==> config.mk <==
export PLATFORM = sky130hd
export DESIGN_NAME = analyzer_capture_write_fsm_flat
export DESIGN_NICKNAME = d
export VERILOG_FILES = /design/src/rtl/analyzer_capture_write_fsm_if.sv /design/src/rtl/analyzer_capture_write_fsm.sv /design/src/flat_wrapper.sv
export SDC_FILE = /design/constraint.sdc
export NUM_CORES = 1
export LEC_CHECK = 0
export ABC_AREA = 0
export CAP_MARGIN = 15
export CORE_MARGIN = 2
export CORE_UTILIZATION = 43
export CTS_CLUSTER_DIAMETER = 60
export DETAILED_ROUTE_END_ITERATION = 10
export DONT_BUFFER_PORTS = 1
export SLEW_MARGIN = 20
export SYNTH_ARGS = -nofsm -noshare
export SYNTH_HDL_FRONTEND = slang
export SYNTH_SLANG_ARGS = --single-unit
==> constraint.sdc <==
create_clock -name clk -period 6.34 [get_ports clk]
set_input_delay 1.268 -clock clk [delete_from_list [all_inputs] [get_ports clk]]
set_output_delay 1.268 -clock clk [all_outputs]
set_load 0.01 [all_outputs]
==> src/rtl/analyzer_capture_write_fsm_if.sv <==
// Capture-side bus for the trace writer: the sample stream comes in and memory write requests
// go out. The FSM takes the master modport; the sampler/memory side takes slave.
interface analyzer_capture_write_fsm_if #(
  parameter int unsigned SAMPLE_WIDTH        = 16,
  parameter int unsigned SAMPLE_PACKET_WIDTH = 32
);
  logic                           sample_valid;
  logic [SAMPLE_WIDTH-1:0]        sample;
  logic                           write_req;
  logic                           write_allowed;
  logic [31:0]                    writeSampleNumber;
  logic [SAMPLE_PACKET_WIDTH-1:0] write_data;

  modport master (
    input  sample_valid,
    input  sample,
    input  write_allowed,
    output write_req,
    output writeSampleNumber,
    output write_data
  );

  modport slave (
    output sample_valid,
    output sample,
    output write_allowed,
    input  write_req,
    input  writeSampleNumber,
    input  write_data
  );
endinterface

==> src/rtl/analyzer_capture_write_fsm.sv <==
// Trace capture write FSM: pre/post-trigger capture into a circular trace memory.
// Optional ANALYZER_CAPTURE_DROP_COUNT_EN adds a saturating dropped-sample counter.
module analyzer_capture_write_fsm #(
  parameter int unsigned SAMPLE_WIDTH        = 16,
  parameter int unsigned SAMPLE_PACKET_WIDTH = 32,
  parameter int unsigned MEMORY_CAPACITY     = 2**27,
  parameter int unsigned MEMORY_WORD_WIDTH   = 2
) (
  input  logic                      clk,
  input  logic                      reset,
  input  logic                      arm,
  input  logic                      trigger,
  input  logic [31:0]               postTriggerCount,
  analyzer_capture_write_fsm_if.master bus,
  output logic                      idle,
  output logic                      overflow,
  output logic [31:0]               sampleNumber_Begin,
  output logic [31:0]               sampleNumber_End
`ifdef ANALYZER_CAPTURE_DROP_COUNT_EN
  ,
  output logic [15:0]               dropCount
`endif
);

  localparam int unsigned TsWidth     = SAMPLE_PACKET_WIDTH - SAMPLE_WIDTH;
  localparam int unsigned PacketWords = (SAMPLE_PACKET_WIDTH / 8) / MEMORY_WORD_WIDTH;
  localparam logic [31:0] MaxSampleNumber =
      32'((MEMORY_CAPACITY / MEMORY_WORD_WIDTH) / PacketWords - 1);

  typedef enum logic [1:0] {StIdle, StPre, StPost, StDrain} state_e;

  state_e                         state_q, state_d;
  logic                           write_req_q;
  logic [31:0]                    wsn_q;
  logic [SAMPLE_PACKET_WIDTH-1:0] write_data_q;
  logic                           wrapped_q;
  logic [TsWidth-1:0]             timestamp_q;
  logic [31:0]                    remaining_q;
  logic                           overflow_q;
  logic [31:0]                    begin_q, end_q;
`ifdef ANALYZER_CAPTURE_DROP_COUNT_EN
  logic [15:0]                    drop_count_q;
`endif

  logic arm_cap, capture_en, post_phase, publish;
  logic accept, drop, decrement, complete;

  always_ff @(posedge clk) begin
    if (reset) state_q <= StIdle;
    else       state_q <= state_d;
  end

  always_comb begin
    state_d    = state_q;
    arm_cap    = 1'b0;
    capture_en = 1'b0;
    post_phase = 1'b0;
    publish    = 1'b0;
    case (state_q)
      StIdle: begin
        if (arm) begin
          arm_cap = 1'b1;
          state_d = StPre;
        end
      end
      StPre: begin
        capture_en = 1'b1;
        if (trigger) state_d = StPost;
      end
      StPost: begin
        if (remaining_q != 32'd0) begin
          capture_en = 1'b1;
          post_phase = 1'b1;
        end else begin
          state_d = StDrain;
        end
      end
      StDrain: begin
        if (!write_req_q) begin
          publish = 1'b1;
          state_d = StIdle;
        end
      end
      default: state_d = StIdle;
    endcase
    complete  = write_req_q & bus.write_allowed;
    accept    = capture_en & bus.sample_valid & (~write_req_q | bus.write_allowed);
    drop      = capture_en & bus.sample_valid & write_req_q & ~bus.write_allowed;
    // The trigger sample is taken in StPre, so it never reaches the decrement path.
    decrement = post_phase & accept;
  end

  always_ff @(posedge clk) begin
    if (reset) begin
      write_req_q  <= 1'b0;
      wsn_q        <= 32'd0;
      write_data_q <= '0;
      wrapped_q    <= 1'b0;
      timestamp_q  <= '0;
      remaining_q  <= 32'd0;
      overflow_q   <= 1'b0;
      begin_q      <= 32'd0;
      end_q        <= 32'd0;
`ifdef ANALYZER_CAPTURE_DROP_COUNT_EN
      drop_count_q <= 16'd0;
`endif
    end else begin
      if (state_q != StIdle) timestamp_q <= timestamp_q + TsWidth'(1);
      if (arm_cap) begin
        wsn_q       <= 32'd0;
        wrapped_q   <= 1'b0;
        overflow_q  <= 1'b0;
        timestamp_q <= '0;
        remaining_q <= postTriggerCount;
`ifdef ANALYZER_CAPTURE_DROP_COUNT_EN
        drop_count_q <= 16'd0;
`endif
      end
      if (complete) begin
        if (wsn_q == MaxSampleNumber) begin
          wsn_q     <= 32'd0;
          wrapped_q <= 1'b1;
        end else begin
          wsn_q <= wsn_q + 32'd1;
        end
      end
      if (accept) begin
        write_data_q <= {timestamp_q, bus.sample};
        write_req_q  <= 1'b1;
      end else if (complete) begin
        write_req_q <= 1'b0;
      end
      if (drop) begin
        overflow_q <= 1'b1;
`ifdef ANALYZER_CAPTURE_DROP_COUNT_EN
        if (drop_count_q != 16'hFFFF) drop_count_q <= drop_count_q + 16'd1;
`endif
      end
      if (decrement) remaining_q <= remaining_q - 32'd1;
      if (publish) begin
        end_q   <= wsn_q;
        // A wrapped buffer is full: the oldest packet sits at the next write address.
        begin_q <= wrapped_q ? wsn_q : 32'd0;
      end
    end
  end

  assign bus.write_req         = write_req_q;
  assign bus.writeSampleNumber = wsn_q;
  assign bus.write_data        = write_data_q;
  assign idle                  = (state_q == StIdle);
  assign overflow              = overflow_q;
  assign sampleNumber_Begin    = begin_q;
  assign sampleNumber_End      = end_q;
`ifdef ANALYZER_CAPTURE_DROP_COUNT_EN
  assign dropCount             = drop_count_q;
`endif

endmodule
==> src/flat_wrapper.sv <==
// flat-port wrapper written by rule: the top's interface ports become plain ports
module analyzer_capture_write_fsm_flat 
#(
  parameter int unsigned SAMPLE_WIDTH        = 16,
  parameter int unsigned SAMPLE_PACKET_WIDTH = 32,
  parameter int unsigned MEMORY_CAPACITY     = 2**27,
  parameter int unsigned MEMORY_WORD_WIDTH   = 2
)
  (clk, reset, arm, trigger, postTriggerCount, idle, overflow, sampleNumber_Begin, sampleNumber_End, bus_sample_valid, bus_sample, bus_write_allowed, bus_write_req, bus_writeSampleNumber, bus_write_data);
  analyzer_capture_write_fsm_if #(.SAMPLE_WIDTH(SAMPLE_WIDTH), .SAMPLE_PACKET_WIDTH(SAMPLE_PACKET_WIDTH)) bus_i ();
  input  logic clk;
  input  logic reset;
  input  logic arm;
  input  logic trigger;
  input  logic [31:0] postTriggerCount;
  output logic idle;
  output logic overflow;
  output logic [31:0] sampleNumber_Begin;
  output logic [31:0] sampleNumber_End;
  input wire logic [$bits(bus_i.sample_valid)-1:0] bus_sample_valid;
  input wire logic [$bits(bus_i.sample)-1:0] bus_sample;
  input wire logic [$bits(bus_i.write_allowed)-1:0] bus_write_allowed;
  output wire logic [$bits(bus_i.write_req)-1:0] bus_write_req;
  output wire logic [$bits(bus_i.writeSampleNumber)-1:0] bus_writeSampleNumber;
  output wire logic [$bits(bus_i.write_data)-1:0] bus_write_data;
  assign bus_i.sample_valid = bus_sample_valid;
  assign bus_i.sample = bus_sample;
  assign bus_i.write_allowed = bus_write_allowed;
  assign bus_write_req = bus_i.write_req;
  assign bus_writeSampleNumber = bus_i.writeSampleNumber;
  assign bus_write_data = bus_i.write_data;
  analyzer_capture_write_fsm #(.SAMPLE_WIDTH(SAMPLE_WIDTH), .SAMPLE_PACKET_WIDTH(SAMPLE_PACKET_WIDTH), .MEMORY_CAPACITY(MEMORY_CAPACITY), .MEMORY_WORD_WIDTH(MEMORY_WORD_WIDTH)) u_core (.clk(clk), .reset(reset), .arm(arm), .trigger(trigger), .postTriggerCount(postTriggerCount), .bus(bus_i), .idle(idle), .overflow(overflow), .sampleNumber_Begin(sampleNumber_Begin), .sampleNumber_End(sampleNumber_End));
endmodule
==> metrics.txt, run 1 <==
outcome complete, no violations; Yosys reg bits approximately 180; # clock sinks 181; Layout Utilization 0.478; count of different cell masters after synthesis 59; Total Neg Setup Slack 0 ns; Worst path max stage delay about 0.70 ns; clk_skew 0.0107 ns; crit end category flop; WP buf/inv 1; crit-path cells ha_1 > and3_1 > nand4_1 > nor4_1 > buf_4 > nor2_1 > o21ai_1 > nor2_1; post-synthesis average cell area 7.93 sq um; Die X roughly 140 microns; Hold-fix buffers, CTS 0; Final Hold Fails 0; Clock Path Buffers 2; Post-synth EDFFs 0; Max-Cap Viols 0; root buf cell clkbuf_16; IO buf count 0; number of instances in the placed design between 1000 and 1500; VDD IR-drop max 163 uV; CTS tree built; htree depth 4; CP max stage cell nor4_1; CTS Buf Count 17; Slew Viols, Final 0; initial antenna violation count 0; nets 1024; top_reg_cell synth dfxtp_1; die outline height 140 microns; Final ANT Viol Nets 0; CP required 6.63 ns; hold crit path type flop to flop; Slew HR 0.369; commonest non-fill, non-tap cell in the layout nand2_1; RePlAce Congestion 0.768; worst-path maximum fanout 8; endpoints failing setup 0; cts repair resizes 0; CP Launch Type flop; total core area approximately 18000 sq um; setup bufs post-CTS 0; Syn-to-layout area delta 8.38%; Syn Nets 1063; sequential area share after synthesis 0.456; Initial Util 0.441; CP delay by family, top simple AND/OR/NAND/NOR gates; post-synthesis cell area 7940 sq um; most frequent CP cell nor2_1; crit path time final ~3.3 ns; design area 8610 sq um; Arrival @ worst endpoint 3.63 ns; DRT iter0 DRCs between 400 and 500; Clock transition at path regs 0.07 ns; Power per Cell Area 358 nW/um^2; Avg WL per Cell 17.4 microns; total wire length 21000 microns; largest net degree at the start of global routing 142; Post-Layout Cell Count about 1200; # DRC 0; period utilization 0.526; RSZ-0062 raised after global routing false; GRT Overall Usage 0.213; Synth async-reset ratio 0; kind of critical path flop to flop; first-pass GRT wire length 34300 microns; Final HPWL DP 13500 microns; Rows 49; antenna fix cells 0; dpl cell area 8010 sq um; achievable frequency about 0.3 GHz; Die ar. just under 20000 sq um; worst-margin pin slew 0.942 ns; synth warn 0; clk_lat worst skew ~0.44 ns; share of cells above drive strength 1 0.0576; vias in the first global route 6637; Vias 6926; most frequent cells in the layout nand2_1 (213), dfxtp_1 (181), a21oi_1 (133), nand3_1 (70), nor2_1 (52); 1st-pass router iterations 5; synthesized instance count around 1000; grt ovf 0; LEAKAGE 0.00279 uW; vias per cell 5.76; Ports 185
## report_power, final
part / internal [uW] / switching [uW] / total [uW]
sequential: 1210 / 85.6 / 1300
clock: 623 / 476 / 1100
combinational: 218 / 470 / 688
total: 2050 / 1030 / 3090
## cells in the mapped netlist (8+ instances only)
master | n | area share
nand3_1 | 70 | 0.044
inv_1 | 16 | 0.0076
nor3_1 | 20 | 0.013
xor2_1 | 18 | 0.020
mux2i_1 | 8 | 0.010
nand2_1 | 213 | 0.10
dfxtp_1 | 181 | 0.46
a21oi_1 | 133 | 0.084
nand4_1 | 15 | 0.012
a31oi_1 | 19 | 0.015
nor2_1 | 52 | 0.025
or3_1 | 18 | 0.014
or4_1 | 9 | 0.0085
and3_1 | 11 | 0.0087
nor4_1 | 15 | 0.012
clkbuf_1 | 50 | 0.024
ha_1 | 8 | 0.013
o21ai_0 | 30 | 0.019
a211oi_1 | 8 | 0.0076
## registers in the layout, summed over array words and instances (netlist names)
signal	count
u_core.sampleNumber_End	32
u_core.sampleNumber_Begin	32
u_core.timestamp_q	16
u_core.bus.writeSampleNumber	32
u_core.bus.write_req	1
u_core.overflow	1
u_core.remaining_q	32
u_core.wrapped_q	1
u_core.state_q	2
u_core.bus.write_data	32
## kinds of logic after synthesis
| kind of cell | Yosys count | synth area share |
|---|---|---|
| xor+xnor | 23 | 0.0254 |
| mux | 8 | 0.0101 |
| simple gates | 458 | 0.271 |
| flops | 181 | 0.456 |
| compound gates | 241 | 0.181 |
| buf+inv | 82 | 0.0438 |
| fa+ha+maj | 8 | 0.0126 |
## layer usage
layer	vias up	GRT usage	wire length [microns]
li1	3468	-	-
met1	3219	0.292	9940
met2	211	0.322	9190
met3	28	0.0656	1530
met4	0	0.0647	311
met5	-	0	0
## layout make-up
type / instances / area, sq um
clock inverter: 13 / 171
timing repair buffer: 7 / 52.6
tap: 229 / 287
sequential: 181 / 3620
clock buffer: 17 / 425
multi-input combinational: 738 / 3990
fill: 1798 / 9420
inverter: 17 / 63.8
## metrics by stage
stage / total power (uW) / hold WS [ns] / worst slack, ns
after global routing: 3240 / 0.506 / 2.70
after global placement: 2000 / 0.465 / 2.72
after detailed placement: 2010 / 0.468 / 2.63
final: 3090 / 0.480 / 3.01
after floorplan: 1860 / 0.447 / 3.40
after CTS: 3100 / 0.481 / 3.05
## path summary, 6_finish.rpt
path	startpoint	cells after the start	slack, ns	endpoint
worst min-delay path	u_core.remaining_q[10]$_SDFFE_PP0P_	2	0.48	u_core.remaining_q[10]$_SDFFE_PP0P_
worst min register to register	u_core.remaining_q[10]$_SDFFE_PP0P_	2	0.48	u_core.remaining_q[10]$_SDFFE_PP0P_
worst max-delay path	u_core.bus.writeSampleNumber[0]$_SDFFE_PP0P_	8	3.01	u_core.bus.writeSampleNumber[11]$_SDFFE_PP0P_
worst max register to register	u_core.bus.writeSampleNumber[0]$_SDFFE_PP0P_	8	3.01	u_core.bus.writeSampleNumber[11]$_SDFFE_PP0P_
## worst reg2reg max path: cells and delay by family, from the launching register on
kind                     cells  cell delay (ns)
AO/OA/AOI/OAI                1             0.53
adder cells (fa/ha/maj)      1             0.30
buffers and inverters        1             0.28
flip-flops                   1             0.59
AND/OR/NAND/NOR              5             1.50
Power figures use the tool's default switching activity.
==> inputs of run 2 (changes only) <==
clock period = 3.4 ns   (was 6.34 ns; I/O delays follow)
==> run 2 against run 1 <==
Effect of this change:
- die area stayed put
- flip-flop and latch count unchanged
- largest power group unchanged
- sequential share of layout area decreased by 0.83 points
- critical endpoint is now u_core.remaining_q[2]$_SDFFE_PP0P_
- combinational power is 96% higher
- maximum frequency increased by 6.5%
- utilization up 0.96 points
- clock-buffer cell count increased by 2
- cell area rose by 2.0%
- clock power rose by 88%
- clock skew rose by 0.00056 ns
- first-iteration DRC count is 24% higher
- wire length increased by 0.84%
==> metrics.txt, run 2 (synthesis results as in run 1) <==
outcome complete, no violations; commonest non-fill, non-tap cell in the layout nand2_1; Die X 140 microns; Clock transition at path regs roughly 0.070 ns; vias per cell 5.77; antenna fix cells 0; Rows 49; Sequential Power Share 0.414; RSZ-0062 raised after global routing false; FF-to-FF setup slack 0.27 ns; crit-path cells or4_1 > or4_4 > or4_4 > a21oi_4 > buf_4 > a32oi_1 > a21oi_1; initial antenna violation count 0; # clock sinks 181; worst-margin pin slew between 1 and 1.5 ns; die outline height roughly 140 microns; Slew Viols, Final 0; design area 8780 sq um; Arrival @ worst endpoint 3.49 ns; Total Neg Setup Slack 0 ns; RePlAce Congestion between 0.8 and 0.9; kind of critical path flop to flop; GRT Overall Usage 0.215; Avg WL per Cell 17.3 microns; achievable frequency 0.320 GHz; total wire length approximately 21000 microns; vias in the first global route 6773; clk_skew ~0.011 ns; Worst Hold Launch reset; period utilization 0.920; crit path time final 3.13 ns; worst-path maximum fanout 12; nets 1045; worst r2r dst u_core.remaining_q[2]$_SDFFE_PP0P_; # DRC 0; Slew HR 0.266; Clk network pwr share 0.355; Final Hold Fails 0; internal power 3910 uW; Min-Delay Path Depth 1; CP delay by family, top simple AND/OR/NAND/NOR gates; Initial Util 0.441; Syn-to-layout area delta 10.6%; Vias approximately 7100; Final HPWL DP 14100 microns; most frequent cells in the layout nand2_1 (213), dfxtp_1 (181), a21oi_1 (133), nand3_1 (70), nor2_1 (52); Comb pwr share 0.231; Worst path max stage delay 0.66 ns; CTS tree built; grt ovf 0; dpl cell area 8170 sq um; CP required 3.77 ns; first-pass GRT wire length 34800 microns; LEAKAGE 0.00290 uW; Ports between 150 and 200; CTS Buf Count 17; htree depth 4; CP max stage cell or4_4; Die ar. 19600 sq um; VDD IR-drop max about 350 uV; most frequent CP cell or4_4; IO buf count 0; Sw Ratio 0.330; P_sw about 1900 uW; CP Launch Type flop; Hold-fix buffers, CTS 0; 1st-pass router iterations 6; total core area 18000 sq um; setup bufs post-CTS 0; Power per Cell Area 665 nW/um^2; share of cells above drive strength 1 0.0783; Crit Reg-Reg Startpoint u_core.remaining_q[14]$_SDFFE_PP0P_; root buf cell clkbuf_16; Max-Cap Viols 0; endpoints failing setup 0; Hold Path End u_core.sampleNumber_End[18]$_SDFFE_PP0P_; reg2reg path depth 7; Final ANT Viol Nets 0; total chip power about 5800 uW; crit end category flop; DRT iter0 DRCs 530; clk_lat worst skew 0.44 ns; cts repair resizes 0; largest net degree at the start of global routing 142; Clock Path Buffers 2; hold crit path type input port to flop; WP buf/inv 1
-- run 2: cell types whose count changed in the layout (fill, tap and decap cells not counted) --
| cell | change |
|---|---|
| clkinvlp_4 | +2 |
| clkbuf_1 | +1 |
| clkinv_4 | -2 |
| buf_4 | +21 |
| clkbuf_8 | +1 |
-- run 2: cell type report --
cell class              instances  area (sq um)
clock inverters                13           169
inverters                      17          63.8
repair buffers                 28           210
well taps                     229           287
multi-input cells             738          3990
flip-flops and latches        181          3620
clock buffers                  19           443
fillers                      1770          9240
-- run 2: power groups by stage --
stage	combinational [uW]	sequential, uW	clock (uW)
global route	1520	2440	2190
CTS	1350	2410	2120
finish	1350	2420	2070
detailed placement	1340	2460	0
floorplan	1040	2420	0
global placement	1340	2460	0
-- run 2: how the worst max path moves through the flow --
stage                                        start                                   to  slack (ns)  cells past startpoint
6_report       u_core.remaining_q[14]$_SDFFE_PP0P_   u_core.remaining_q[2]$_SDFFE_PP0P_        0.27                      7
5_1_grt        u_core.remaining_q[14]$_SDFFE_PP0P_  u_core.remaining_q[18]$_SDFFE_PP0P_        0.12                      7
4_1_cts        u_core.remaining_q[14]$_SDFFE_PP0P_  u_core.remaining_q[10]$_SDFFE_PP0P_        0.29                      7
3_5_place_dp   u_core.remaining_q[14]$_SDFFE_PP0P_  u_core.remaining_q[18]$_SDFFE_PP0P_        0.29                      7
3_3_place_gp   u_core.remaining_q[14]$_SDFFE_PP0P_  u_core.remaining_q[18]$_SDFFE_PP0P_        0.37                      7
2_1_floorplan  u_core.remaining_q[14]$_SDFFE_PP0P_  u_core.remaining_q[15]$_SDFFE_PP0P_        0.62                      8
-- run 2: metal layers --
| metal | GRT usage | share of wire | vias to the layer above |
|---|---|---|---|
| met5 | 0 | 0 | - |
| met4 | 0.0621 | 0.013 | 0 |
| met3 | 0.0605 | 0.070 | 24 |
| met2 | 0.334 | 0.45 | 229 |
| met1 | 0.293 | 0.47 | 3318 |
| li1 | - | - | 3498 |
-- run 2: through the flow --
stage,util,instances,hold WS [ns],setup WS [ns]
6_report,0.487,1225,0.317,0.273
5_1_grt,0.487,1225,0.298,0.121
4_1_cts,0.487,1225,0.290,0.294
3_5_place_dp,0.453,1193,0.467,0.293
3_3_place_gp,0.453,1193,0.458,0.367
2_1_floorplan,-,1001,0.447,0.622
